<file path="src/rtl/spi_ctrl_pkg.sv">
// Shared types and helpers for the SPI master controller.
//   spi_ctrl_state_e   : controller FSM states
//   DEFAULT_DATA_WIDTH : default bits per transfer
//   idx_width()        : width of the slave-index field (at least 1 bit)
//   xfer_latency()     : pclk cycles from request accept to rsp_valid
package spi_ctrl_pkg;

  typedef enum logic [2:0] {IDLE, SETUP, XFER, HOLD, DONE} spi_ctrl_state_e;

  localparam int unsigned DEFAULT_DATA_WIDTH = 8;

  function automatic int unsigned idx_width(input int unsigned n);
    return (n > 1) ? $clog2(n) : 1;
  endfunction

  function automatic int unsigned xfer_latency(input int unsigned data_width,
                                               input int unsigned div);
    return (2 * data_width + 2) * (div + 1) + 1;
  endfunction

endpackage

</file>
<file path="src/rtl/spi_master_ctrl_if.sv">
// Request/response handshake, configuration and SPI pins of the SPI master.
//   master modport : controller view (config/request/miso in; ready/response/SPI pins out)
//   slave  modport : requester/slave-agent view (directions reversed)
interface spi_master_ctrl_if
  import spi_ctrl_pkg::*;
#(
  parameter int unsigned DATA_WIDTH   = DEFAULT_DATA_WIDTH,
  parameter int unsigned NO_OF_SLAVES = 1,
  parameter int unsigned DIV_W        = 8
) ();
  localparam int unsigned IDX_W = idx_width(NO_OF_SLAVES);

  logic                    cfg_cpol;
  logic                    cfg_cpha;
  logic [DIV_W-1:0]        cfg_clk_div;
  logic                    req_valid;
  logic                    req_ready;
  logic [IDX_W-1:0]        req_cs_idx;
  logic [DATA_WIDTH-1:0]   req_data;
  logic                    rsp_valid;
  logic [DATA_WIDTH-1:0]   rsp_data;
  logic                    busy;
  logic                    sclk;
  logic [NO_OF_SLAVES-1:0] cs_n;
  logic                    mosi0;
  logic                    miso0;

  modport master (
    input  cfg_cpol, cfg_cpha, cfg_clk_div, req_valid, req_cs_idx, req_data, miso0,
    output req_ready, rsp_valid, rsp_data, busy, sclk, cs_n, mosi0
  );

  modport slave (
    output cfg_cpol, cfg_cpha, cfg_clk_div, req_valid, req_cs_idx, req_data, miso0,
    input  req_ready, rsp_valid, rsp_data, busy, sclk, cs_n, mosi0
  );
endinterface

</file>
<file path="src/rtl/spi_sclk_gen.sv">
// SCLK half-period timer.
//   clk, rst_n : clock, asynchronous active-low reset
//   en         : count while high; held at zero otherwise
//   clr        : restart the half-period from zero
//   div        : half-period length minus one, in clk cycles
//   tick       : one-cycle pulse at the end of each half-period
module spi_sclk_gen #(
  parameter int unsigned DIV_W = 8
) (
  input  logic             clk,
  input  logic             rst_n,
  input  logic             en,
  input  logic             clr,
  input  logic [DIV_W-1:0] div,
  output logic             tick
);
  logic [DIV_W-1:0] cnt;

  always_ff @(posedge clk or negedge rst_n) begin
    if (!rst_n) begin
      cnt <= '0;
    end else if (clr || !en || (cnt == div)) begin
      cnt <= '0;
    end else begin
      cnt <= cnt + DIV_W'(1);
    end
  end

  assign tick = en && !clr && (cnt == div);
endmodule

</file>
<file path="src/rtl/spi_master_ctrl.sv">
// Single-word SPI master, all four CPOL/CPHA modes, MSB first.
//   pclk, areset_n : clock, asynchronous active-low reset
//   bus (master)   : cfg_cpol/cfg_cpha/cfg_clk_div, req_valid/req_ready/req_cs_idx/req_data,
//                    rsp_valid/rsp_data, busy, sclk, cs_n, mosi0, miso0
module spi_master_ctrl
  import spi_ctrl_pkg::*;
#(
  parameter int unsigned DATA_WIDTH   = DEFAULT_DATA_WIDTH,
  parameter int unsigned NO_OF_SLAVES = 1,
  parameter int unsigned DIV_W        = 8
) (
  input logic              pclk,
  input logic              areset_n,
  spi_master_ctrl_if.master bus
);
  localparam int unsigned IDX_W  = idx_width(NO_OF_SLAVES);
  localparam int unsigned ECNT_W = $clog2(2 * DATA_WIDTH + 1);

  spi_ctrl_state_e         state, state_nxt;
  logic                    accept, tick, timer_en;
  logic                    cpha_q, sclk_q, mosi_q;
  logic [DIV_W-1:0]        div_q;
  logic [DATA_WIDTH-1:0]   tx_q, rx_q, rsp_data_q;
  logic [NO_OF_SLAVES-1:0] cs_n_q, cs_sel;
  logic [ECNT_W-1:0]       edge_cnt;
  logic                    leading, last_edge, sample_edge, shift_edge;

  assign accept   = bus.req_valid && (state == IDLE);
  assign timer_en = (state == SETUP) || (state == XFER) || (state == HOLD);

  spi_sclk_gen #(.DIV_W(DIV_W)) u_sclk_gen (
    .clk   (pclk),
    .rst_n (areset_n),
    .en    (timer_en),
    .clr   (accept),
    .div   (div_q),
    .tick  (tick)
  );

  // edge_cnt holds completed ticks, so an even count means the coming tick is odd (leading)
  assign leading     = ~edge_cnt[0];
  assign last_edge   = (edge_cnt == ECNT_W'(2 * DATA_WIDTH - 1));
  assign sample_edge = cpha_q ? ~leading : leading;
  assign shift_edge  = cpha_q ? leading : (~leading && ~last_edge);

  always_comb begin
    cs_sel = '1;
    for (int unsigned i = 0; i < NO_OF_SLAVES; i++) begin
      if (bus.req_cs_idx == IDX_W'(i)) cs_sel[i] = 1'b0;
    end
  end

  always_ff @(posedge pclk or negedge areset_n) begin
    if (!areset_n) state <= IDLE;
    else           state <= state_nxt;
  end

  always_comb begin
    state_nxt = state;
    unique case (state)
      IDLE:    if (bus.req_valid)       state_nxt = SETUP;
      SETUP:   if (tick)                state_nxt = XFER;
      XFER:    if (tick && last_edge)   state_nxt = HOLD;
      HOLD:    if (tick)                state_nxt = DONE;
      DONE:                             state_nxt = IDLE;
      default:                          state_nxt = IDLE;
    endcase
  end

  always_ff @(posedge pclk or negedge areset_n) begin
    if (!areset_n) begin
      cpha_q     <= 1'b0;
      sclk_q     <= 1'b0;
      mosi_q     <= 1'b0;
      div_q      <= '0;
      tx_q       <= '0;
      rx_q       <= '0;
      rsp_data_q <= '0;
      cs_n_q     <= '1;
      edge_cnt   <= '0;
    end else begin
      unique case (state)
        IDLE: if (accept) begin
          cpha_q   <= bus.cfg_cpha;
          div_q    <= bus.cfg_clk_div;
          sclk_q   <= bus.cfg_cpol;
          cs_n_q   <= cs_sel;
          rx_q     <= '0;
          edge_cnt <= '0;
          // cpha=0 presents the MSB before the first edge; tx_q then holds the remaining bits
          if (bus.cfg_cpha) begin
            mosi_q <= 1'b0;
            tx_q   <= bus.req_data;
          end else begin
            mosi_q <= bus.req_data[DATA_WIDTH-1];
            tx_q   <= bus.req_data << 1;
          end
        end
        XFER: if (tick) begin
          sclk_q   <= ~sclk_q;
          edge_cnt <= edge_cnt + ECNT_W'(1);
          if (sample_edge) rx_q <= {rx_q[DATA_WIDTH-2:0], bus.miso0};
          if (shift_edge) begin
            mosi_q <= tx_q[DATA_WIDTH-1];
            tx_q   <= {tx_q[DATA_WIDTH-2:0], 1'b0};
          end
        end
        HOLD: if (tick) begin
          cs_n_q     <= '1;
          rsp_data_q <= rx_q;
        end
        DONE: mosi_q <= 1'b0;
        default: ;
      endcase
    end
  end

  assign bus.req_ready = (state == IDLE);
  assign bus.rsp_valid = (state == DONE);
  assign bus.busy      = (state != IDLE);
  assign bus.rsp_data  = rsp_data_q;
  assign bus.sclk      = (state == IDLE) ? bus.cfg_cpol : sclk_q;
  assign bus.cs_n      = cs_n_q;
  assign bus.mosi0     = mosi_q;
endmodule

</file>
<file path="src/flat_wrapper.sv">
// flat-port wrapper written by rule: the top's interface ports become plain ports
module spi_master_ctrl_flat import spi_ctrl_pkg::*;
#(
  parameter int unsigned DATA_WIDTH   = DEFAULT_DATA_WIDTH,
  parameter int unsigned NO_OF_SLAVES = 1,
  parameter int unsigned DIV_W        = 8
)
  (pclk, areset_n, bus_cfg_cpol, bus_cfg_cpha, bus_cfg_clk_div, bus_req_valid, bus_req_cs_idx, bus_req_data, bus_miso0, bus_req_ready, bus_rsp_valid, bus_rsp_data, bus_busy, bus_sclk, bus_cs_n, bus_mosi0);
  spi_master_ctrl_if #(.DATA_WIDTH(DATA_WIDTH), .NO_OF_SLAVES(NO_OF_SLAVES), .DIV_W(DIV_W)) bus_i ();
  input logic pclk;
  input logic areset_n;
  input wire logic [$bits(bus_i.cfg_cpol)-1:0] bus_cfg_cpol;
  input wire logic [$bits(bus_i.cfg_cpha)-1:0] bus_cfg_cpha;
  input wire logic [$bits(bus_i.cfg_clk_div)-1:0] bus_cfg_clk_div;
  input wire logic [$bits(bus_i.req_valid)-1:0] bus_req_valid;
  input wire logic [$bits(bus_i.req_cs_idx)-1:0] bus_req_cs_idx;
  input wire logic [$bits(bus_i.req_data)-1:0] bus_req_data;
  input wire logic [$bits(bus_i.miso0)-1:0] bus_miso0;
  output wire logic [$bits(bus_i.req_ready)-1:0] bus_req_ready;
  output wire logic [$bits(bus_i.rsp_valid)-1:0] bus_rsp_valid;
  output wire logic [$bits(bus_i.rsp_data)-1:0] bus_rsp_data;
  output wire logic [$bits(bus_i.busy)-1:0] bus_busy;
  output wire logic [$bits(bus_i.sclk)-1:0] bus_sclk;
  output wire logic [$bits(bus_i.cs_n)-1:0] bus_cs_n;
  output wire logic [$bits(bus_i.mosi0)-1:0] bus_mosi0;
  assign bus_i.cfg_cpol = bus_cfg_cpol;
  assign bus_i.cfg_cpha = bus_cfg_cpha;
  assign bus_i.cfg_clk_div = bus_cfg_clk_div;
  assign bus_i.req_valid = bus_req_valid;
  assign bus_i.req_cs_idx = bus_req_cs_idx;
  assign bus_i.req_data = bus_req_data;
  assign bus_i.miso0 = bus_miso0;
  assign bus_req_ready = bus_i.req_ready;
  assign bus_rsp_valid = bus_i.rsp_valid;
  assign bus_rsp_data = bus_i.rsp_data;
  assign bus_busy = bus_i.busy;
  assign bus_sclk = bus_i.sclk;
  assign bus_cs_n = bus_i.cs_n;
  assign bus_mosi0 = bus_i.mosi0;
  spi_master_ctrl #(.DATA_WIDTH(DATA_WIDTH), .NO_OF_SLAVES(NO_OF_SLAVES), .DIV_W(DIV_W)) u_core (.pclk(pclk), .areset_n(areset_n), .bus(bus_i));
endmodule
</file>
<file path="config.mk">
export PLATFORM = sky130hd
export DESIGN_NAME = spi_master_ctrl_flat
export DESIGN_NICKNAME = d
export VERILOG_FILES = /design/src/rtl/spi_ctrl_pkg.sv /design/src/rtl/spi_master_ctrl_if.sv /design/src/rtl/spi_sclk_gen.sv /design/src/rtl/spi_master_ctrl.sv /design/src/flat_wrapper.sv
export SDC_FILE = /design/constraint.sdc
export NUM_CORES = 1
export LEC_CHECK = 0
export CORE_ASPECT_RATIO = 0.8
export CORE_MARGIN = 2
export CORE_UTILIZATION = 35
export CTS_BUF_LIST = sky130_fd_sc_hd__clkbuf_8
export DETAILED_ROUTE_END_ITERATION = 6
export SETUP_SLACK_MARGIN = 0.5
export SYNTH_ARGS = -nofsm -noshare
export SYNTH_HDL_FRONTEND = slang
export SYNTH_SLANG_ARGS = --single-unit
</file>
<file path="constraint.sdc">
create_clock -name pclk -period 2.38 [get_ports pclk]
set_input_delay 0.357 -clock pclk [delete_from_list [all_inputs] [get_ports pclk]]
set_output_delay 0.357 -clock pclk [all_outputs]
set_load 0.02 [all_outputs]
</file>
==> impl_results.html, run 1 <==
<table>
<tr><th>Metric</th><th>Value</th></tr>
<tr><th colspan="2">Layout</th></tr>
<tr><td>Filler-free cell count of the finished design</td><td>around 390</td></tr>
<tr><td>Number of fill cells in the layout</td><td>about 640</td></tr>
<tr><td>Register area</td><td>0.00131 mm²</td></tr>
<tr><td>Post-layout utilization of the core</td><td>0.474</td></tr>
<tr><td>Area growth from synthesis to layout</td><td>29.7%</td></tr>
<tr><td>Ratio of cells with drive above 1 in the final layout</td><td>0.238</td></tr>
<tr><td>Total number of nets in the final design</td><td>327</td></tr>
<tr><td>Multi-input gate area in the final layout</td><td>0.00125 mm²</td></tr>
<tr><td>Total inserted antenna cells</td><td>0</td></tr>
<tr><th colspan="2">Global route</th></tr>
<tr><td>Largest net degree at the start of global routing</td><td>37</td></tr>
<tr><td>Vias in the first global route</td><td>1863</td></tr>
<tr><td>Total GRT Usage</td><td>0.144</td></tr>
<tr><td>Antenna violations before repair</td><td>0</td></tr>
<tr><td>Aggregate global routing overflow</td><td>0</td></tr>
<tr><td>First-pass GRT wire length</td><td>9100 µm</td></tr>
<tr><th colspan="2">Power</th></tr>
<tr><td>Portion of total power attributed to combinational logic</td><td>0.436</td></tr>
<tr><td>Worst IR drop on VDD</td><td>a little over 0.6 mV</td></tr>
<tr><td>Power Density</td><td>1110 mW/mm²</td></tr>
<tr><td>Switching share of power</td><td>0.386</td></tr>
<tr><td>Post-route total power</td><td>3650 µW</td></tr>
<tr><td>Part of the total power dissipated in the clock network</td><td>0.143</td></tr>
<tr><td>Static power due to leakage</td><td>0.00150 µW</td></tr>
<tr><td>Reported net switching power</td><td>1410 µW</td></tr>
<tr><td>Int Power</td><td>2240 µW</td></tr>
<tr><td>Sequential fraction of design power</td><td>0.421</td></tr>
<tr><th colspan="2">Clock network</th></tr>
<tr><td>TritonCTS clock tree</td><td>done</td></tr>
<tr><td>Clock insertion delay at the later pin of the skew report</td><td>300 ps</td></tr>
<tr><td>CTS Root Buffer Type</td><td>sky130_fd_sc_hd__clkbuf_8</td></tr>
<tr><td>Register clock-pin slew on the reported worst setup and hold paths</td><td>100 ps</td></tr>
<tr><td>Maximum clock path buffer count</td><td>2</td></tr>
<tr><td>Sink count of the clock tree</td><td>52</td></tr>
<tr><td>Quantity of hold-fixing buffers added after cts</td><td>0</td></tr>
<tr><td>H-tree depth reported by CTS</td><td>2</td></tr>
<tr><td>Number of buffers inserted during clock tree synthesis</td><td>5</td></tr>
<tr><th colspan="2">Worst setup path</th></tr>
<tr><td>Worst Setup Path Type</td><td>flop to flop</td></tr>
<tr><td>Worst r2r dst</td><td>u_core.bus.mosi0</td></tr>
<tr><td>Kind of start point of the critical path</td><td>flop</td></tr>
<tr><td>R2R Setup Slk</td><td>between 300 and 400 ps</td></tr>
<tr><td>WP data arrival</td><td>around 2200 ps</td></tr>
<tr><td>Cell chain of the critical path</td><td>ha_4 &gt; and3_4 &gt; ha_4 &gt; nor2_2 &gt; mux2_4 &gt; a41oi_4 &gt; a2111oi_4 &gt; mux2_4</td></tr>
<tr><td>Launching point of the worst reg2reg path</td><td>u_core.edge_cnt[0]</td></tr>
<tr><td>Slowest cell delay on critical path</td><td>440 ps</td></tr>
<tr><td>Library cell contributing the largest single delay on the critical path</td><td>sky130_fd_sc_hd__dfrtp_2</td></tr>
<tr><td>Number of cells on the worst reg-to-reg path</td><td>8</td></tr>
<tr><td>Kind of end point of the critical path</td><td>flop</td></tr>
<tr><td>Largest driver fanout on the critical path</td><td>2</td></tr>
<tr><td>Worst Path Required</td><td>2580 ps</td></tr>
<tr><th colspan="2">Synth</th></tr>
<tr><td>Post-Syn Instances</td><td>about 250</td></tr>
<tr><td>Post-synthesis sequential area ratio</td><td>0.512</td></tr>
<tr><td>Register bit total from synthesis</td><td>52</td></tr>
<tr><td>Yosys Warn Count</td><td>0</td></tr>
<tr><td>Distinct cells, synth</td><td>39</td></tr>
<tr><td>Post-synthesis instance area</td><td>0.00254 mm²</td></tr>
<tr><td>Syn_area_per_cell</td><td>10.3 µm²</td></tr>
<tr><td>Synthesized Nets</td><td>274</td></tr>
<tr><th colspan="2">Routing</th></tr>
<tr><td>DR DRC count</td><td>0</td></tr>
<tr><td>Violation count after the first detailed-routing iteration</td><td>slightly below 90</td></tr>
<tr><td>First-pass iteration count of the detailed router</td><td>4</td></tr>
<tr><td>Average wire per standard cell</td><td>14.3 µm</td></tr>
<tr><td>Routed length on met1</td><td>about 2800 µm</td></tr>
<tr><td>Met2 routed WL</td><td>between 2000 and 2500 µm</td></tr>
<tr><td>Post-detailed-route via-to-cell ratio</td><td>4.96</td></tr>
<tr><td>DR WL met3</td><td>267 µm</td></tr>
<tr><td>Number of vias in the routed layout</td><td>1929</td></tr>
<tr><td>Post-DRT Antenna Nets</td><td>0</td></tr>
<tr><td>DR top layer</td><td>met4</td></tr>
<tr><td>Overall routed net length</td><td>5550 µm</td></tr>
<tr><th colspan="2">STA</th></tr>
<tr><td>Final period utilization</td><td>0.835</td></tr>
<tr><td>Endpoints failing hold</td><td>0</td></tr>
<tr><td>Pins Over Slew Limit</td><td>0</td></tr>
<tr><td>Max Clock Freq</td><td>503 MHz</td></tr>
<tr><td>Final setup vio count</td><td>0</td></tr>
<tr><td>Worst slew margin</td><td>0.464</td></tr>
<tr><td>Transition at the pin with the smallest max-transition slack</td><td>803 ps</td></tr>
<tr><td>Setup skew after layout</td><td>around 7.6 ps</td></tr>
<tr><td>Worst setup slack after layout</td><td>between 300 and 400 ps</td></tr>
<tr><td>Setup Total Neg Slack</td><td>0 ps</td></tr>
<tr><td>Time the final worst path needs with I/O delays and setup</td><td>roughly 2000 ps</td></tr>
<tr><td>Setup repair after global routing missed its margin</td><td>true</td></tr>
<tr><th colspan="2">Floorplanning</th></tr>
<tr><td>Initial Util</td><td>0.366</td></tr>
<tr><td>Rows</td><td>27</td></tr>
<tr><td>Chip width</td><td>99.3 µm</td></tr>
<tr><td>Die Ht</td><td>80.3 µm</td></tr>
<tr><td>Io pins</td><td>37</td></tr>
<tr><td>Total Die Area</td><td>0.00797 mm²</td></tr>
<tr><td>Core Area</td><td>a little under 0.007 mm²</td></tr>
<tr><th colspan="2">Place</th></tr>
<tr><td>HPWL Detailed</td><td>3590 µm</td></tr>
<tr><td>Pre-CTS setup slack</td><td>roughly 250 ps</td></tr>
<tr><td>Placer Congestion</td><td>0.820</td></tr>
<tr><td>Number of placed cells counting well taps</td><td>369</td></tr>
<tr><td>Number of port buffers</td><td>36</td></tr>
<tr><th colspan="2">Status</th></tr>
<tr><td>Result of the run</td><td>finished, final reports clean</td></tr>
<tr><th colspan="2">Job</th></tr>
<tr><td>Max_cap viols</td><td>0</td></tr>
<tr><th colspan="2">Worst hold path</th></tr>
<tr><td>Class of the worst hold path</td><td>input pin to asynchronous set/reset pin</td></tr>
</table>
through the flow:
stage	area, µm²	hold slack, ps
after floorplan	2560	61.4
after global placement	3030	475
after detailed placement	3030	477
after CTS	3240	155
after global routing	3300	182
final	3300	128
logic make-up after synthesis:
family,Yosys count,synth area share
and+or+nand+nor,106,0.200
DFF,52,0.512
AOI/OAI and AO/OA,34,0.0984
muxes,20,0.0846
buffers and inverters,18,0.0384
xor gates and xnor gates,15,0.0516
adders and majority gates,3,0.0148
flip-flops by register name, indices dropped and copies added (netlist names):
register / count
u_core.bus.rsp_data: 8
u_core.div_q: 8
u_core.rx_q: 8
u_core.tx_q: 8
u_core.u_sclk_gen.cnt: 8
u_core.edge_cnt: 5
u_core.state: 3
u_core.bus.cs_n: 1
u_core.bus.mosi0: 1
u_core.cpha_q: 1
u_core.sclk_q: 1
per-layer routing:
metal,global-route usage,up-vias
met4,0.0356,0
met3,0.0400,6
met1,0.206,919
met5,0,-
met2,0.216,48
li1,-,956
power groups by stage:
stage / Sequential (µW) / Combinational, µW / Clock (µW)
after floorplan: 1530 / 930 / 0
after global placement: 1550 / 1370 / 0
after detailed placement: 1550 / 1380 / 0
after CTS: 1540 / 1480 / 542
after global routing: 1580 / 1770 / 582
final: 1540 / 1590 / 521
repair_timing:
item / 4_1_cts / 5_1_grt
gates resized for setup: 19 / 12
buffers inserted: 8 / 4
pin swaps: 7 / 6
endpoints found under the setup margin: 30 / 23
endpoints found under the hold margin: 0 / 0
worst max-delay path by stage:
| stage | cells after the start | slack (ps) | startpoint | endpoint |
|---|---|---|---|---|
| 2_1_floorplan | 8 | 350 | u_core.edge_cnt[0] | u_core.bus.mosi0 |
| 3_3_place_gp | 8 | 300 | u_core.edge_cnt[0] | u_core.bus.mosi0 |
| 3_5_place_dp | 8 | 250 | u_core.edge_cnt[0] | u_core.bus.mosi0 |
| 4_1_cts | 8 | 320 | u_core.edge_cnt[0] | u_core.bus.mosi0 |
| 5_1_grt | 8 | 330 | u_core.edge_cnt[1] | u_core.bus.mosi0 |
| 6_report | 8 | 390 | u_core.edge_cnt[0] | u_core.bus.mosi0 |
cells in the mapped netlist:
cell type / instances / share of area
sky130_fd_sc_hd__nand3_1: 13 / 0.026
sky130_fd_sc_hd__xor2_1: 13 / 0.045
sky130_fd_sc_hd__a31oi_1: 1 / 0.0025
sky130_fd_sc_hd__and2b_1: 1 / 0.0030
sky130_fd_sc_hd__a311oi_1: 1 / 0.0034
sky130_fd_sc_hd__or3b_1: 1 / 0.0034
sky130_fd_sc_hd__nand4_2: 1 / 0.0049
sky130_fd_sc_hd__xnor2_1: 2 / 0.0069
sky130_fd_sc_hd__a2111oi_2: 1 / 0.0059
sky130_fd_sc_hd__and2_1: 5 / 0.012
sky130_fd_sc_hd__a211o_1: 1 / 0.0034
sky130_fd_sc_hd__buf_6: 3 / 0.013
sky130_fd_sc_hd__mux2i_1: 8 / 0.031
sky130_fd_sc_hd__a21oi_1: 1 / 0.0020
sky130_fd_sc_hd__nand2_1: 55 / 0.081
sky130_fd_sc_hd__and4_1: 1 / 0.0034
sky130_fd_sc_hd__nor4_4: 1 / 0.0084
sky130_fd_sc_hd__o211ai_1: 1 / 0.0030
sky130_fd_sc_hd__and3_1: 3 / 0.0074
sky130_fd_sc_hd__a22oi_1: 1 / 0.0030
sky130_fd_sc_hd__nand2_2: 1 / 0.0025
sky130_fd_sc_hd__nor3_1: 3 / 0.0059
sky130_fd_sc_hd__nor2_1: 18 / 0.027
sky130_fd_sc_hd__inv_1: 5 / 0.0074
sky130_fd_sc_hd__dfstp_2: 1 / 0.010
sky130_fd_sc_hd__nand3_4: 1 / 0.0069
sky130_fd_sc_hd__o221a_2: 7 / 0.031
sky130_fd_sc_hd__clkbuf_1: 4 / 0.0059
sky130_fd_sc_hd__nor2b_1: 1 / 0.0025
sky130_fd_sc_hd__o31ai_1: 1 / 0.0030
sky130_fd_sc_hd__mux2_2: 12 / 0.053
sky130_fd_sc_hd__clkbuf_2: 1 / 0.0020
sky130_fd_sc_hd__a21o_1: 1 / 0.0030
sky130_fd_sc_hd__nor3_4: 1 / 0.0064
sky130_fd_sc_hd__o21ai_0: 16 / 0.031
sky130_fd_sc_hd__ha_1: 3 / 0.015
sky130_fd_sc_hd__a41oi_1: 2 / 0.0069
sky130_fd_sc_hd__dfrtp_1: 51 / 0.50
sky130_fd_sc_hd__buf_2: 5 / 0.0098
layout by cell type (no fill, tap or decap), types with 2 or more instances in the layout:
| cell type | netlist | routed |
|---|---|---|
| sky130_fd_sc_hd__ha_4 | 0 | 2 |
| sky130_fd_sc_hd__xnor2_1 | 2 | 2 |
| sky130_fd_sc_hd__nor3_1 | 3 | 2 |
| sky130_fd_sc_hd__nand3_1 | 13 | 13 |
| sky130_fd_sc_hd__xor2_1 | 13 | 13 |
| sky130_fd_sc_hd__mux2_2 | 12 | 9 |
| sky130_fd_sc_hd__o221a_2 | 7 | 7 |
| sky130_fd_sc_hd__nor2_1 | 18 | 17 |
| sky130_fd_sc_hd__and3_1 | 3 | 2 |
| sky130_fd_sc_hd__and2_1 | 5 | 4 |
| sky130_fd_sc_hd__dlygate4sd2_1 | 0 | 2 |
| sky130_fd_sc_hd__o21ai_0 | 16 | 16 |
| sky130_fd_sc_hd__mux2_4 | 0 | 3 |
| sky130_fd_sc_hd__clkdlybuf4s50_1 | 0 | 31 |
| sky130_fd_sc_hd__nand2_1 | 55 | 55 |
| sky130_fd_sc_hd__inv_1 | 5 | 6 |
| sky130_fd_sc_hd__mux2i_1 | 8 | 8 |
| sky130_fd_sc_hd__nor3_4 | 1 | 2 |
| sky130_fd_sc_hd__buf_4 | 0 | 23 |
| sky130_fd_sc_hd__clkbuf_8 | 0 | 6 |
| sky130_fd_sc_hd__dfrtp_1 | 51 | 47 |
| sky130_fd_sc_hd__dfrtp_2 | 0 | 4 |
layout make-up:
type                    count  share of cell area
multi-input cells         178               0.378
flip-flops and latches     52               0.396
repair buffers             59               0.158
inverters                   5             0.00569
well taps                  87              0.0330
clock buffers               6              0.0250
clock inverters             2             0.00341
worst max-delay path, delay by kind of cell (launching register included):
kind | cells | cell delay [ps]
AO/OA/AOI/OAI | 2 | 370
adder cells (fa/ha/maj) | 2 | 320
flip-flops | 1 | 440
multiplexers | 2 | 510
AND/OR/NAND/NOR | 2 | 260
No activity file was read; power rests on OpenSTA's default activity.
==> run 2, diff against run 1 <==
- clock period: 2.38 -> 2.05 ns (I/O delays scaled with it)
==> run 2 against run 1 <==
- register-to-register slack worse by 330 ps
- die area stayed put
- hold slack better by 330 ps
- flip-flop and latch count stayed put
- non-clock buffer count is 22 higher
- highest routed layer unchanged
- clock skew is 0.63 ps higher
==> impl_results.html, run 2 (synthesis results as in run 1) <==
<table>
<tr><th>Metric</th><th>Value</th></tr>
<tr><th colspan="2">Status</th></tr>
<tr><td>Result of the run</td><td>finished, final reports clean</td></tr>
<tr><th colspan="2">STA</th></tr>
<tr><td>Setup repair after global routing missed its margin</td><td>true</td></tr>
<tr><td>Final period utilization</td><td>0.969 (+0.133)</td></tr>
<tr><td>Pins Over Slew Limit</td><td>0 (unchanged)</td></tr>
<tr><td>Min Hold Slack</td><td>459 ps (+330 ps)</td></tr>
<tr><td>Worst setup slack after layout</td><td>64.5 ps (-327 ps)</td></tr>
<tr><td>Endpoints failing hold</td><td>0 (unchanged)</td></tr>
<tr><td>Final setup vio count</td><td>0 (unchanged)</td></tr>
<tr><td>Worst slew margin</td><td>0.684 (+0.219)</td></tr>
<tr><td>Setup Total Neg Slack</td><td>0 ps (unchanged)</td></tr>
<tr><td>Transition at the pin with the smallest max-transition slack</td><td>475 ps (-329 ps)</td></tr>
<tr><td>Setup skew after layout</td><td>8.25 ps (+0.631 ps)</td></tr>
<tr><td>Time the final worst path needs with I/O delays and setup</td><td>1990 ps (-2.98 ps)</td></tr>
<tr><td>Max Clock Freq</td><td>504 MHz (+0.15%)</td></tr>
<tr><th colspan="2">Place</th></tr>
<tr><td>Number of port buffers</td><td>36 (unchanged)</td></tr>
<tr><td>Pre-CTS setup slack</td><td>67.8 ps (-180 ps)</td></tr>
<tr><td>Placer Congestion</td><td>0.871 (+6.2%)</td></tr>
<tr><td>HPWL Detailed</td><td>3750 µm (+4.5%)</td></tr>
<tr><th colspan="2">Routing</th></tr>
<tr><td>DR top layer</td><td>met4</td></tr>
<tr><td>Met2 routed WL</td><td>2970 µm (+20%)</td></tr>
<tr><td>Average wire per standard cell</td><td>16.1 µm (+13%)</td></tr>
<tr><td>DR WL met3</td><td>292 µm (+9.4%)</td></tr>
<tr><td>First-pass iteration count of the detailed router</td><td>5 (+1)</td></tr>
<tr><td>Routed length on met1</td><td>3290 µm (+20%)</td></tr>
<tr><td>Number of vias in the routed layout</td><td>2103 (+9.0%)</td></tr>
<tr><td>Post-detailed-route via-to-cell ratio</td><td>5.09 (+2.7%)</td></tr>
<tr><td>Violation count after the first detailed-routing iteration</td><td>67 (-25%)</td></tr>
<tr><td>Post-DRT Antenna Nets</td><td>0 (unchanged)</td></tr>
<tr><td>Overall routed net length</td><td>6650 µm (+20%)</td></tr>
<tr><td>DR DRC count</td><td>0 (unchanged)</td></tr>
<tr><th colspan="2">Clock network</th></tr>
<tr><td>TritonCTS clock tree</td><td>done</td></tr>
<tr><td>Number of buffers inserted during clock tree synthesis</td><td>5 (unchanged)</td></tr>
<tr><td>Maximum clock path buffer count</td><td>2 (unchanged)</td></tr>
<tr><td>Clock insertion delay at the later pin of the skew report</td><td>320 ps (+20 ps)</td></tr>
<tr><td>CTS Root Buffer Type</td><td>sky130_fd_sc_hd__clkbuf_8</td></tr>
<tr><td>H-tree depth reported by CTS</td><td>2 (unchanged)</td></tr>
<tr><td>Register clock-pin slew on the reported worst setup and hold paths</td><td>110 ps (about the same)</td></tr>
<tr><td>Sink count of the clock tree</td><td>52 (unchanged)</td></tr>
<tr><th colspan="2">Power</th></tr>
<tr><td>Portion of total power attributed to combinational logic</td><td>0.511 (+0.075)</td></tr>
<tr><td>Part of the total power dissipated in the clock network</td><td>0.125 (-0.018)</td></tr>
<tr><td>Sequential fraction of design power</td><td>0.364 (-0.057)</td></tr>
<tr><td>Static power due to leakage</td><td>0.00189 µW (+26%)</td></tr>
<tr><td>Switching share of power</td><td>0.408 (+0.0218)</td></tr>
<tr><td>Power Density</td><td>1300 mW/mm² (+17%)</td></tr>
<tr><td>Int Power</td><td>3030 µW (+35%)</td></tr>
<tr><td>Reported net switching power</td><td>2090 µW (+48%)</td></tr>
<tr><td>Worst IR drop on VDD</td><td>0.577 mV (-4.4%)</td></tr>
<tr><th colspan="2">Layout</th></tr>
<tr><td>Most frequent cells in the layout</td><td>sky130_fd_sc_hd__dfrtp_1 (48), sky130_fd_sc_hd__nand2_1 (46), sky130_fd_sc_hd__buf_4 (27)</td></tr>
<tr><td>Commonest non-fill, non-tap cell in the layout</td><td>sky130_fd_sc_hd__dfrtp_1</td></tr>
<tr><td>Total number of nets in the final design</td><td>351 (+7.3%)</td></tr>
<tr><td>Post-layout utilization of the core</td><td>0.567 (+0.0931)</td></tr>
<tr><td>Ratio of cells with drive above 1 in the final layout</td><td>0.445 (+0.206)</td></tr>
<tr><td>Area growth from synthesis to layout</td><td>55.2%</td></tr>
<tr><td>Total inserted antenna cells</td><td>0 (unchanged)</td></tr>
<tr><td>Number of fill cells in the layout</td><td>610 (-4.8%)</td></tr>
<tr><th colspan="2">Global route</th></tr>
<tr><td>Antenna violations before repair</td><td>0 (unchanged)</td></tr>
<tr><td>Largest net degree at the start of global routing</td><td>35 (-5.4%)</td></tr>
<tr><td>Aggregate global routing overflow</td><td>0 (unchanged)</td></tr>
<tr><td>First-pass GRT wire length</td><td>11000 µm (+21%)</td></tr>
<tr><td>Total GRT Usage</td><td>0.177 (+0.0327)</td></tr>
<tr><td>Vias in the first global route</td><td>2173 (+17%)</td></tr>
<tr><th colspan="2">Floorplanning</th></tr>
<tr><td>Rows</td><td>27 (unchanged)</td></tr>
<tr><td>Total Die Area</td><td>0.00797 mm² (unchanged)</td></tr>
<tr><td>Core Area</td><td>0.00696 mm² (unchanged)</td></tr>
<tr><td>Die Ht</td><td>80.3 µm (unchanged)</td></tr>
<tr><td>Chip width</td><td>99.3 µm (unchanged)</td></tr>
<tr><td>Initial Util</td><td>0.366 (unchanged)</td></tr>
<tr><td>Io pins</td><td>37 (unchanged)</td></tr>
<tr><th colspan="2">Worst hold path</th></tr>
<tr><td>Class of the worst hold path</td><td>input pin to asynchronous set/reset pin</td></tr>
<tr><th colspan="2">Worst setup path</th></tr>
<tr><td>Kind of end point of the critical path</td><td>flop</td></tr>
<tr><td>Worst Path Required</td><td>2260 ps (-320 ps)</td></tr>
<tr><td>WP data arrival</td><td>2200 ps (about the same)</td></tr>
<tr><td>Largest driver fanout on the critical path</td><td>2 (unchanged)</td></tr>
<tr><td>Kind of start point of the critical path</td><td>flop</td></tr>
<tr><td>Worst Setup Path Type</td><td>flop to flop</td></tr>
<tr><th colspan="2">Job</th></tr>
<tr><td>Max_cap viols</td><td>0 (unchanged)</td></tr>
</table>
==> run 2: changes by cell type in the layout (fill, tap and decap cells not counted), sizes merged <==
cell           previous run  this run
a211o                     1         2
buf                      25        49
clkbuf                    7         5
clkdlybuf4s15             0         1
clkdlybuf4s50            31        21
clkinv                    0         1
dlygate4sd2               2         9
dlygate4sd3               0         1
nand4                     1         2
==> run 2: path summary, 6_finish.rpt <==
| kind | startpoint | end | slack, ps | cells after the start |
|---|---|---|---|---|
| max | u_core.edge_cnt[1] | u_core.bus.mosi0 | 60 | 8 |
| min | areset_n | u_core.tx_q[4] | 460 | 2 |
| max reg2reg | u_core.edge_cnt[1] | u_core.bus.mosi0 | 60 | 8 |
| min reg2reg | u_core.bus.rsp_data[6] | u_core.bus.rsp_data[6] | 510 | 1 |
| max in group asynchronous | areset_n | u_core.bus.cs_n | 980 | 3 |
| min in group pclk | bus_cfg_clk_div[0] | u_core.div_q[0] | 510 | 3 |
==> run 2: routing by layer <==
| metal | global-route usage | vias to the layer above |
|---|---|---|
| met5 | 0 | - |
| met4 | 0.0521 | 0 |
| met3 | 0.0348 | 10 |
| met2 | 0.272 | 56 |
| met1 | 0.253 | 1024 |
| li1 | - | 1013 |
==> run 2: per-stage QoR <==
stage               area [µm²]  instances  total power (µW)
floorplan                 2620        248              2910
global placement          3170        377              3500
detailed placement        3170        377              3540
CTS                       3760        411              4800
global route              3950        413              5430
finish                    3950        413              5110
==> run 2: timing repair <==
action | 4_1_cts | 5_1_grt
gates resized for setup | 84 | 58
cloned | 3 | 0
pin swaps | 33 | 15
setup endpoints to repair | 63 | 55
hold buffers | 1 | 0
setup buffers | 22 | 2
hold endpoints to repair | 18 | 0
==> run 2: power by group through the flow <==
| stage | Combinational, µW | Sequential, µW | Clock [µW] |
|---|---|---|---|
| floorplan | 1140 | 1780 | 0 |
| CTS | 2320 | 1820 | 655 |
| finish | 2610 | 1860 | 641 |
| global placement | 1740 | 1770 | 0 |
| detailed placement | 1770 | 1770 | 0 |
| global route | 2820 | 1910 | 698 |
==> run 2: worst max-delay path, cell delays in order, from the launching register on <==
cell,delay (ps)
sky130_fd_sc_hd__dfrtp_1,400
sky130_fd_sc_hd__ha_2,190
sky130_fd_sc_hd__and3_4,190
sky130_fd_sc_hd__ha_4,160
sky130_fd_sc_hd__nor2_2,80
sky130_fd_sc_hd__mux2_4,170
sky130_fd_sc_hd__a41oi_2,90
sky130_fd_sc_hd__a2111oi_2,230
sky130_fd_sc_hd__mux2_2,370
==> run 2: final cells by class <==
cell class                      instances  area [µm²]  share of cell area
Multi-Input combinational cell        180        1610               0.409
Sequential cell                        52        1310               0.331
Timing Repair Buffer                   81         805               0.204
Tap cell                               87         109              0.0276
Clock buffer                            5        68.8              0.0174
Clock inverter                          3        27.5             0.00697
Inverter                                5        18.8             0.00475
==> run 3, diff against run 2 <==
- CORE_UTILIZATION: 35 -> 47
- GPL_TIMING_DRIVEN: unset -> 0
- PLACE_DENSITY: unset -> 0.71
==> run 3 against run 2 <==
- global-route usage grew 3.8 points
- final cell count shrank 7.5%
- flip-flop and latch count is the same
- count of clock-buffer cells in the layout is the same
- sequential share of layout area grew 1.5 points
- via count shrank 1.8%
- clock power grew 11%
- critical path type unchanged
- critical endpoint unchanged
- largest cell class unchanged
- largest power group unchanged
==> impl_results.html, run 3 (synthesis results as in run 1) <==
<table>
<tr><th>Metric</th><th>Value</th></tr>
<tr><th colspan="2">STA</th></tr>
<tr><td>Worst slew margin</td><td>0.588 (-0.0959)</td></tr>
<tr><td>Endpoints failing hold</td><td>0 (unchanged)</td></tr>
<tr><td>Time the final worst path needs with I/O delays and setup</td><td>2030 ps (+41.9 ps)</td></tr>
<tr><td>Max Clock Freq</td><td>493 MHz (-2.1%)</td></tr>
<tr><td>Setup skew after layout</td><td>2.55 ps (-5.70 ps)</td></tr>
<tr><td>Min Hold Slack</td><td>464 ps (+4.74 ps)</td></tr>
<tr><td>Pins Over Slew Limit</td><td>0 (unchanged)</td></tr>
<tr><td>Transition at the pin with the smallest max-transition slack</td><td>618 ps (+144 ps)</td></tr>
<tr><td>Final period utilization</td><td>0.989 (+0.0205)</td></tr>
<tr><td>Final setup vio count</td><td>0 (unchanged)</td></tr>
<tr><td>Setup repair after global routing missed its margin</td><td>true</td></tr>
<tr><th colspan="2">Worst setup path</th></tr>
<tr><td>Cell chain of the critical path</td><td>ha_4 &gt; and3_4 &gt; ha_4 &gt; nor2_2 &gt; mux2_4 &gt; a41oi_4 &gt; a2111oi_4 &gt; mux2_4</td></tr>
<tr><td>Library cell contributing the largest single delay on the critical path</td><td>sky130_fd_sc_hd__dfrtp_2</td></tr>
<tr><td>WP data arrival</td><td>2240 ps (+40 ps)</td></tr>
<tr><td>Slowest cell delay on critical path</td><td>440 ps (+40 ps)</td></tr>
<tr><td>Largest driver fanout on the critical path</td><td>2 (unchanged)</td></tr>
<tr><td>Critical path buffer and inverter count</td><td>0 (unchanged)</td></tr>
<tr><td>Kind of start point of the critical path</td><td>flop</td></tr>
<tr><td>Worst Path Required</td><td>2260 ps (about the same)</td></tr>
<tr><td>Kind of end point of the critical path</td><td>flop</td></tr>
<tr><td>Crit path max-delay family</td><td>multiplexers</td></tr>
<tr><td>Worst Setup Path Type</td><td>flop to flop</td></tr>
<tr><th colspan="2">Floorplanning</th></tr>
<tr><td>Chip width</td><td>86.3 µm (-13%)</td></tr>
<tr><td>Rows</td><td>23 (-15%)</td></tr>
<tr><td>Core Area</td><td>0.00512 mm² (-26%)</td></tr>
<tr><td>Initial Util</td><td>0.497 (+0.131)</td></tr>
<tr><td>Total Die Area</td><td>0.00602 mm² (-24%)</td></tr>
<tr><td>Die Ht</td><td>69.8 µm (-13%)</td></tr>
<tr><td>Io pins</td><td>37 (unchanged)</td></tr>
<tr><th colspan="2">Global route</th></tr>
<tr><td>Aggregate global routing overflow</td><td>0 (unchanged)</td></tr>
<tr><td>Total GRT Usage</td><td>0.214 (+0.0376)</td></tr>
<tr><td>First-pass GRT wire length</td><td>10200 µm (-7.5%)</td></tr>
<tr><td>Vias in the first global route</td><td>2080 (-4.3%)</td></tr>
<tr><td>Antenna violations before repair</td><td>0 (unchanged)</td></tr>
<tr><td>Largest net degree at the start of global routing</td><td>34 (-2.9%)</td></tr>
<tr><th colspan="2">Clock network</th></tr>
<tr><td>CTS Root Buffer Type</td><td>sky130_fd_sc_hd__clkbuf_8</td></tr>
<tr><td>TritonCTS clock tree</td><td>done</td></tr>
<tr><td>Register clock-pin slew on the reported worst setup and hold paths</td><td>90 ps (-20 ps)</td></tr>
<tr><td>Number of buffers inserted during clock tree synthesis</td><td>5 (unchanged)</td></tr>
<tr><td>H-tree depth reported by CTS</td><td>2 (unchanged)</td></tr>
<tr><td>Clock insertion delay at the later pin of the skew report</td><td>320 ps (about the same)</td></tr>
<tr><td>Maximum clock path buffer count</td><td>2 (unchanged)</td></tr>
<tr><td>Sink count of the clock tree</td><td>52 (unchanged)</td></tr>
<tr><th colspan="2">Layout</th></tr>
<tr><td>Ratio of cells with drive above 1 in the final layout</td><td>0.366 (-0.0792)</td></tr>
<tr><td>Total inserted antenna cells</td><td>0 (unchanged)</td></tr>
<tr><td>Final instance area</td><td>0.00377 mm² (-4.5%)</td></tr>
<tr><td>Number of fill cells in the layout</td><td>350 (-43%)</td></tr>
<tr><td>Total number of nets in the final design</td><td>345 (-1.7%)</td></tr>
<tr><td>Most frequent cells in the layout</td><td>sky130_fd_sc_hd__dfrtp_1 (49), sky130_fd_sc_hd__nand2_1 (46), sky130_fd_sc_hd__buf_4 (22)</td></tr>
<tr><td>Commonest non-fill, non-tap cell in the layout</td><td>sky130_fd_sc_hd__dfrtp_1</td></tr>
<tr><td>Area growth from synthesis to layout</td><td>48.2%</td></tr>
<tr><th colspan="2">Routing</th></tr>
<tr><td>Overall routed net length</td><td>6460 µm (-2.8%)</td></tr>
<tr><td>Violation count after the first detailed-routing iteration</td><td>99 (+48%)</td></tr>
<tr><td>Met2 routed WL</td><td>3070 µm (+3.4%)</td></tr>
<tr><td>DR top layer</td><td>met4</td></tr>
<tr><td>DR DRC count</td><td>0 (unchanged)</td></tr>
<tr><td>Post-DRT Antenna Nets</td><td>0 (unchanged)</td></tr>
<tr><td>Average wire per standard cell</td><td>16.9 µm (+5.1%)</td></tr>
<tr><td>Routed length on met1</td><td>3000 µm (-8.9%)</td></tr>
<tr><td>DR WL met3</td><td>279 µm (-4.5%)</td></tr>
<tr><td>Number of vias in the routed layout</td><td>2065 (-1.8%)</td></tr>
<tr><td>First-pass iteration count of the detailed router</td><td>4 (-1)</td></tr>
<tr><td>Post-detailed-route via-to-cell ratio</td><td>5.41 (+6.2%)</td></tr>
<tr><th colspan="2">Power</th></tr>
<tr><td>Int Power</td><td>3020 µW (-0.16%)</td></tr>
<tr><td>Sequential fraction of design power</td><td>0.364 (about the same)</td></tr>
<tr><td>Worst IR drop on VDD</td><td>0.711 mV (+23%)</td></tr>
<tr><td>Part of the total power dissipated in the clock network</td><td>0.142 (+0.017)</td></tr>
<tr><td>Switching share of power</td><td>0.396 (-0.0127)</td></tr>
<tr><td>Static power due to leakage</td><td>0.00177 µW (-6.3%)</td></tr>
<tr><td>Reported net switching power</td><td>1980 µW (-5.3%)</td></tr>
<tr><td>Power Density</td><td>1330 mW/mm² (+2.4%)</td></tr>
<tr><td>Portion of total power attributed to combinational logic</td><td>0.494 (-0.017)</td></tr>
<tr><th colspan="2">Job</th></tr>
<tr><td>Max_cap viols</td><td>0 (unchanged)</td></tr>
<tr><th colspan="2">Place</th></tr>
<tr><td>Number of port buffers</td><td>35 (-2.8%)</td></tr>
<tr><td>HPWL Detailed</td><td>3610 µm (-3.9%)</td></tr>
<tr><td>Placer Congestion</td><td>0.801 (-8.0%)</td></tr>
<tr><td>Area of placed instances</td><td>0.00306 mm² (-3.3%)</td></tr>
<tr><th colspan="2">Status</th></tr>
<tr><td>Result of the run</td><td>finished, final reports clean</td></tr>
<tr><th colspan="2">Worst hold path</th></tr>
<tr><td>Class of the worst hold path</td><td>input pin to flop</td></tr>
</table>
## run 3: cell count changes in the layout (fill, tap and decap cells not counted), sizes merged
cell | before | now
clkdlybuf4s15 | 1 | 0
a211o | 2 | 1
clkbuf | 5 | 7
clkinvlp | 1 | 0
buf | 49 | 43
bufinv | 0 | 1
clkdlybuf4s50 | 21 | 20
dlygate4sd2 | 9 | 10
## run 3: metal layers
| metal | track usage | up-vias |
|---|---|---|
| li1 | - | 992 |
| met1 | 0.312 | 1015 |
| met2 | 0.326 | 46 |
| met3 | 0.0536 | 12 |
| met4 | 0.0451 | 0 |
| met5 | 0 | - |
## run 3: final timing paths
check	from	to	slack [ps]	cells past startpoint
max in group asynchronous	areset_n	u_core.bus.cs_n	930	3
min reg2reg	u_core.u_sclk_gen.cnt[0]	u_core.u_sclk_gen.cnt[0]	480	1
min	bus_cfg_cpha	u_core.cpha_q	460	3
max	u_core.edge_cnt[0]	u_core.bus.mosi0	20	8
max reg2reg	u_core.edge_cnt[0]	u_core.bus.mosi0	20	8
min in group asynchronous	areset_n	u_core.bus.mosi0	490	2
## run 3: power by group through the flow
stage	Combinational (µW)	Sequential [µW]	Clock [µW]
after detailed placement	1650	1770	0
after CTS	2030	1790	708
after floorplan	1140	1780	0
after global routing	2660	1880	766
after global placement	1610	1760	0
final	2470	1820	712
## run 3: layout make-up
class | count | area (µm²) | share of cell area
buffer | 13 | 139 | 0.0369
clock buffer | 5 | 68.8 | 0.0183
tap | 62 | 77.6 | 0.0206
clock inverter | 3 | 38.8 | 0.0103
timing repair buffer | 63 | 591 | 0.157
multi-input combinational | 179 | 1530 | 0.406
sequential | 52 | 1310 | 0.346
inverter | 5 | 18.8 | 0.00498
## run 3: repair_timing
item                                   CTS  global route
hold buffers                             1             0
gates cloned                             1             1
setup buffers                           12            13
setup endpoints to repair               66            56
pin swaps                               10            17
gates resized for setup                 83            41
endpoints found under the hold margin   19             0
## run 3: worst min-delay path: stages
cell	delay, ps
sky130_fd_sc_hd__clkbuf_1	270
sky130_fd_sc_hd__nand2_1	130
sky130_fd_sc_hd__nand2_1	40
## run 3: through the flow
stage	setup WS [ps]	utilization	cells	setup TNS, ps	power, µW
4_1_cts	-19.5	0.684	368	-19.5	4520
6_report	22.6	0.736	382	0	5000
3_5_place_dp	-52.5	0.598	346	-524	3420
5_1_grt	-23.7	0.736	382	-23.7	5310
2_1_floorplan	83.9	-	248	0	2910
3_3_place_gp	-919	0.595	345	-47490	3370
